==> src/rtl/zimo_scan_serializer.sv <==
// Streams one 16x16 glyph as a serial pixel raster, with each pixel repeated SCALE_X times and each row SCALE_Y times.
// Define ZIMO_SHADOW_BUFFER_EN to add a one-deep shadow glyph, so that frames can follow each other with no gap.
module zimo_scan_serializer #(
  parameter int SCALE_X = 2,
  parameter int SCALE_Y = 2
) (
  input  logic         clk,
  input  logic         rst_n,
  input  logic         load_valid,
  output logic         load_ready,
  input  logic [255:0] glyph,
  output logic         pix_valid,
  input  logic         pix_ready,
  output logic         pix_data,
  output logic         pix_eol,
  output logic         pix_eof,
  output logic         busy
);

  localparam logic [2:0] XS_MAX = 3'(SCALE_X - 1);
  localparam logic [2:0] YS_MAX = 3'(SCALE_Y - 1);

  typedef enum logic {IDLE, SCAN} stateT;

  stateT        stateReg, stateNext;
  logic [255:0] activeReg, activeNext;
  logic [2:0]   xsReg, xsNext, ysReg, ysNext;
  logic [3:0]   colReg, colNext, rowReg, rowNext;
  logic         lastX, lastY, lineEnd, frameEnd, beatFire;
  logic [15:0]  rowBits [16];

`ifdef ZIMO_SHADOW_BUFFER_EN
  logic [255:0] shadowReg, shadowNext;
  logic         shadowFullReg, shadowFullNext;
`endif

  genvar gi;
  generate
    for (gi = 0; gi < 16; gi++) begin : g_rows
      assign rowBits[gi] = activeReg[16*gi +: 16];
    end
  endgenerate

  // All stream outputs come from registered state only.
  assign pix_valid = (stateReg == SCAN);
  assign busy      = (stateReg == SCAN);
  assign lastX     = (xsReg == XS_MAX);
  assign lastY     = (ysReg == YS_MAX);
  assign lineEnd   = pix_valid && (colReg == 4'd15) && lastX;
  assign frameEnd  = lineEnd && (rowReg == 4'd15) && lastY;
  assign pix_eol   = lineEnd;
  assign pix_eof   = frameEnd;
  assign pix_data  = pix_valid & rowBits[rowReg][colReg];
  assign beatFire  = pix_valid & pix_ready;

  // Raster counters: xs -> col -> ys -> row. A wrap of all four returns them to zero at frame end.
  always_comb begin
    xsNext  = xsReg;
    colNext = colReg;
    ysNext  = ysReg;
    rowNext = rowReg;
    if (stateReg == IDLE) begin
      xsNext  = '0;
      colNext = '0;
      ysNext  = '0;
      rowNext = '0;
    end else if (beatFire) begin
      if (!lastX) begin
        xsNext = xsReg + 3'd1;
      end else begin
        xsNext = '0;
        if (colReg != 4'd15) begin
          colNext = colReg + 4'd1;
        end else begin
          colNext = '0;
          if (!lastY) begin
            ysNext = ysReg + 3'd1;
          end else begin
            ysNext  = '0;
            rowNext = rowReg + 4'd1;
          end
        end
      end
    end
  end

  always_comb begin
    stateNext  = stateReg;
    activeNext = activeReg;
    load_ready = 1'b0;
`ifdef ZIMO_SHADOW_BUFFER_EN
    shadowNext     = shadowReg;
    shadowFullNext = shadowFullReg;
`endif
    case (stateReg)
      IDLE: begin
        load_ready = 1'b1;
        if (load_valid) begin
          activeNext = glyph;
          stateNext  = SCAN;
        end
      end
      SCAN: begin
`ifdef ZIMO_SHADOW_BUFFER_EN
        load_ready = !shadowFullReg;
        if (beatFire && frameEnd) begin
          // The next glyph comes from the shadow, or straight from the input, so that no bubble appears.
          if (shadowFullReg) begin
            activeNext     = shadowReg;
            shadowFullNext = 1'b0;
          end else if (load_valid) begin
            activeNext = glyph;
          end else begin
            stateNext = IDLE;
          end
        end else if (load_valid && !shadowFullReg) begin
          shadowNext     = glyph;
          shadowFullNext = 1'b1;
        end
`else
        if (beatFire && frameEnd) begin
          stateNext = IDLE;
        end
`endif
      end
      default: stateNext = IDLE;
    endcase
  end

  always_ff @(posedge clk or negedge rst_n) begin
    if (!rst_n) begin
      stateReg  <= IDLE;
      activeReg <= '0;
      xsReg     <= '0;
      colReg    <= '0;
      ysReg     <= '0;
      rowReg    <= '0;
    end else begin
      stateReg  <= stateNext;
      activeReg <= activeNext;
      xsReg     <= xsNext;
      colReg    <= colNext;
      ysReg     <= ysNext;
      rowReg    <= rowNext;
    end
  end

`ifdef ZIMO_SHADOW_BUFFER_EN
  always_ff @(posedge clk or negedge rst_n) begin
    if (!rst_n) begin
      shadowReg     <= '0;
      shadowFullReg <= 1'b0;
    end else begin
      shadowReg     <= shadowNext;
      shadowFullReg <= shadowFullNext;
    end
  end
`endif

endmodule

==> config.mk <==
export PLATFORM = sky130hd
export DESIGN_NAME = zimo_scan_serializer
export DESIGN_NICKNAME = d
export VERILOG_FILES = /design/src/rtl/zimo_scan_serializer.sv
export SDC_FILE = /design/constraint.sdc
export NUM_CORES = 1
export LEC_CHECK = 0
export CAP_MARGIN = 25
export CORE_AREA = 2 2 153 155
export CTS_CLUSTER_SIZE = 30
export DETAILED_ROUTE_END_ITERATION = 6
export DIE_AREA = 0 0 155 157
export GPL_TIMING_DRIVEN = 0
export PLACE_DENSITY = 0.88
export SLEW_MARGIN = 40
export SYNTH_ARGS = -nofsm -noshare
export SYNTH_HDL_FRONTEND = slang
export SYNTH_SLANG_ARGS = --single-unit
==> constraint.sdc <==
create_clock -name clk -period 5.4 [get_ports clk]
set_input_delay 0.54 -clock clk [delete_from_list [all_inputs] [get_ports clk]]
set_output_delay 0.54 -clock clk [all_outputs]
set_load 0.1 [all_outputs]
==> impl_metrics.tcl <==
set metrics [dict create \
    finalCritPeriodShare 0.880 \
    path_cells "buf_2 > buf_1 > buf_2 > mux4_2 > a22oi_1 > nand4_1 > o2111ai_1 > nor3_1 > or3_1 > buf_2" \
    r2r-start "busy" \
    synth_nets 1089 \
    totalWireLength_um 36500 \
    numCtsBuffers 29 \
    grt_max_degree 78 \
    grt_usage 0.305 \
    final_antenna_net_count 0 \
    ioPinCount 266 \
    die_h_um 157 \
    numPortBuffers 265 \
    slowest_stage "buf_1" \
    irDropWorstVdd_v 0.000332 \
    yosysTopAreaCell "dfrtp_1" \
    synth-async-reset-ratio 1.00 \
    antenna_found_initial 5 \
    clock_path_buffers 3 \
    die_w_um 155 \
    dp_hpwl_um 26800 \
    critPathMaxStageDelay_ns 0.66 \
    p_leak_nw 6.49 \
    syn_inst 827 \
    layoutNonFillerInstCount 1439 \
    hp-class "flop to flop" \
    dp_cells 1380 \
    num_rows 55 \
    wl_per_cell_um 25.4 \
    area_delta_synth_final_pct 33.0 \
    period_minus_slack_ns 4.75 \
    synth_commonest_cells "dfrtp_1 (271), mux2_2 (257), mux4_2 (53)" \
    drc 0 \
    start_kind "flop" \
    vias_per_cell 5.99 \
    finalHoldViolCount 0 \
    synth_top_area_frac 0.550 \
    yosysMostFrequentCell "dfrtp_1" \
    crit_path_max_fanout 10 \
    drive_above_1_share 0.337 \
    postCtsSetupBuffers 0 \
    cts.sinks 271 \
    grt_setup_unrepaired "no" \
    relSlewSlack 0.425 \
    yosys_warnings 0 \
    cts_tree "built" \
    fin_nets 1389 \
    syn_area_um2 12300 \
    clkTransAtPathRegs_ns 0.06 \
    power_mw 6.99 \
    dieArea_um2 24300 \
    design_area_um2 16400 \
    grt_pass1_wl_um 54700 \
    cap_viol_max_count 0 \
    place_area_um2 15400 \
    vias 8622 \
    synth_seq_area_share 0.550 \
    initial_core_util 0.548 \
    crit_required_ns 4.86 \
    endpoint_kind "primary output" \
    cpMostUsedCell "buf_2" \
    hp-start "activeReg[35]" \
    syn_avg_cell_area_um2 14.9 \
    synth_flop_cell "dfrtp_1" \
    synthDistinctLibCells 45 \
    skew_ns 0.0101 \
    setup_viol 0 \
    holdPathStages 1 \
    drv_slew 0 \
    r2r_end "activeReg[177]" \
    rrSetupSlack_ns 2.69 \
    cts.htree.levels 1 \
    grt_pass1_vias 9322 \
    synth_edf_count 0 \
    clk_latency_ns 0.56 \
    gr-total-overflow 0 \
    whs_endpoint "activeReg[35]" \
    path_class "flop to primary output" \
    root_buffer "clkbuf_16" \
    ys_seq_elements 271 \
    r2r_cells 5 \
    core_um2 22500 \
    p_per_area_nw_per_um2 426 \
    ys_top_cells_by_area "dfrtp_1 (55%), mux2_2 (23%), mux4_2 (9.7%), mux2i_1 (2.5%), clkbuf_1 (1.2%)" \
    tns_ns 0 \
    max_freq_mhz 210 \
    tightest_slew_ns 0.862 \
    status "finished clean" \
    drtIter0Drc 652 \
    firstDrtPassIters 5 \
    finalWeightedCongestion 0.952 \
    worst_ep_arrival_time_ns 4.21 \
]
kinds of logic after synthesis:
group | share of synthesized area
mux | 0.356
flops | 0.550
simple gates | 0.0322
buf+inv | 0.0232
compound gates | 0.0329
xor+xnor | 0.00355
fa+ha+maj | 0.00203
metal layers:
layer | vias to the layer above | GRT usage | wire (um)
li1 | 3685 | - | -
met1 | 4482 | 0.388 | 14100
met2 | 369 | 0.519 | 18200
met3 | 84 | 0.0686 | 2820
met4 | 2 | 0.106 | 1340
met5 | - | 0 | 13
metrics by stage:
stage	hold slack, ns	worst slack, ns	util
2_1_floorplan	0.244	0.491	-
3_3_place_gp	0.483	-7.66	0.682
3_5_place_dp	0.491	1.32	0.685
4_1_cts	0.504	0.713	0.728
5_1_grt	0.517	0.546	0.729
6_report	0.504	0.649	0.729
timing repair:
action / 4_1_cts / 5_1_grt
hold buffers: 1 / 0
setup endpoints to repair: 0 / 0
gates resized for setup: 0 / 0
hold endpoints to repair: 57 / 0
registers in the layout (all words and copies together), names as in the netlist:
register / cells
activeReg: 256
colReg: 4
rowReg: 4
xsReg: 3
ysReg: 3
busy: 1
worst max-delay path by stage:
stage	start	end	slack (ns)	cells after the start
floorplan	busy	pix_eof	0.49	4
global placement	rst_n	activeReg[211]	-7.66	1
detailed placement	rowReg[1]	pix_data	1.32	10
CTS	rowReg[1]	pix_data	0.71	10
global route	rowReg[1]	pix_data	0.55	10
finish	rowReg[1]	pix_data	0.65	10
power breakdown:
| group | internal [mW] | switching [mW] | leakage [nW] |
|---|---|---|---|
| clock network | 1.17 | 0.823 | 0.471 |
| logic | 1.06 | 0.724 | 2.82 |
| registers | 2.79 | 0.427 | 3.20 |
| total | 5.02 | 1.97 | 6.49 |
placed cells by master (no fill, tap or decap), types with 4 or more instances in the layout:
master	n
dfrtp_1	271
clkdlybuf4s50_1	258
mux2_2	257
mux4_2	53
clkbuf_1	43
mux2i_1	31
nand2_1	29
clkbuf_16	29
nor2_1	20
a21oi_1	14
buf_2	13
clkbuf_8	9
inv_1	8
o221ai_1	8
nand3_1	7
nor2b_1	7
buf_4	7
nor3_1	7
a22oi_1	7
o22ai_1	5
o21ai_0	5
diode_2	4
nand4_1	4
clkinv_2	4
critical path: cells and delay by family (launching register included):
family	cells	cell delay, ns
buffers and inverters	4	1.76
AOI/OAI and AO/OA	2	0.41
DFF	1	0.49
muxes	1	0.38
and+or+nand+nor	3	0.60
final cells by class:
type | count | area, um2
clock inverters | 8 | 85.1
well taps | 285 | 357
multi-input cells | 491 | 5280
plain buffers | 56 | 256
fillers | 1489 | 6100
repair buffers | 269 | 2720
clock buffers | 46 | 880
inverters | 9 | 33.8
diodes | 4 | 10.0
flip-flops and latches | 271 | 6780
Power figures use the tool's default switching activity.
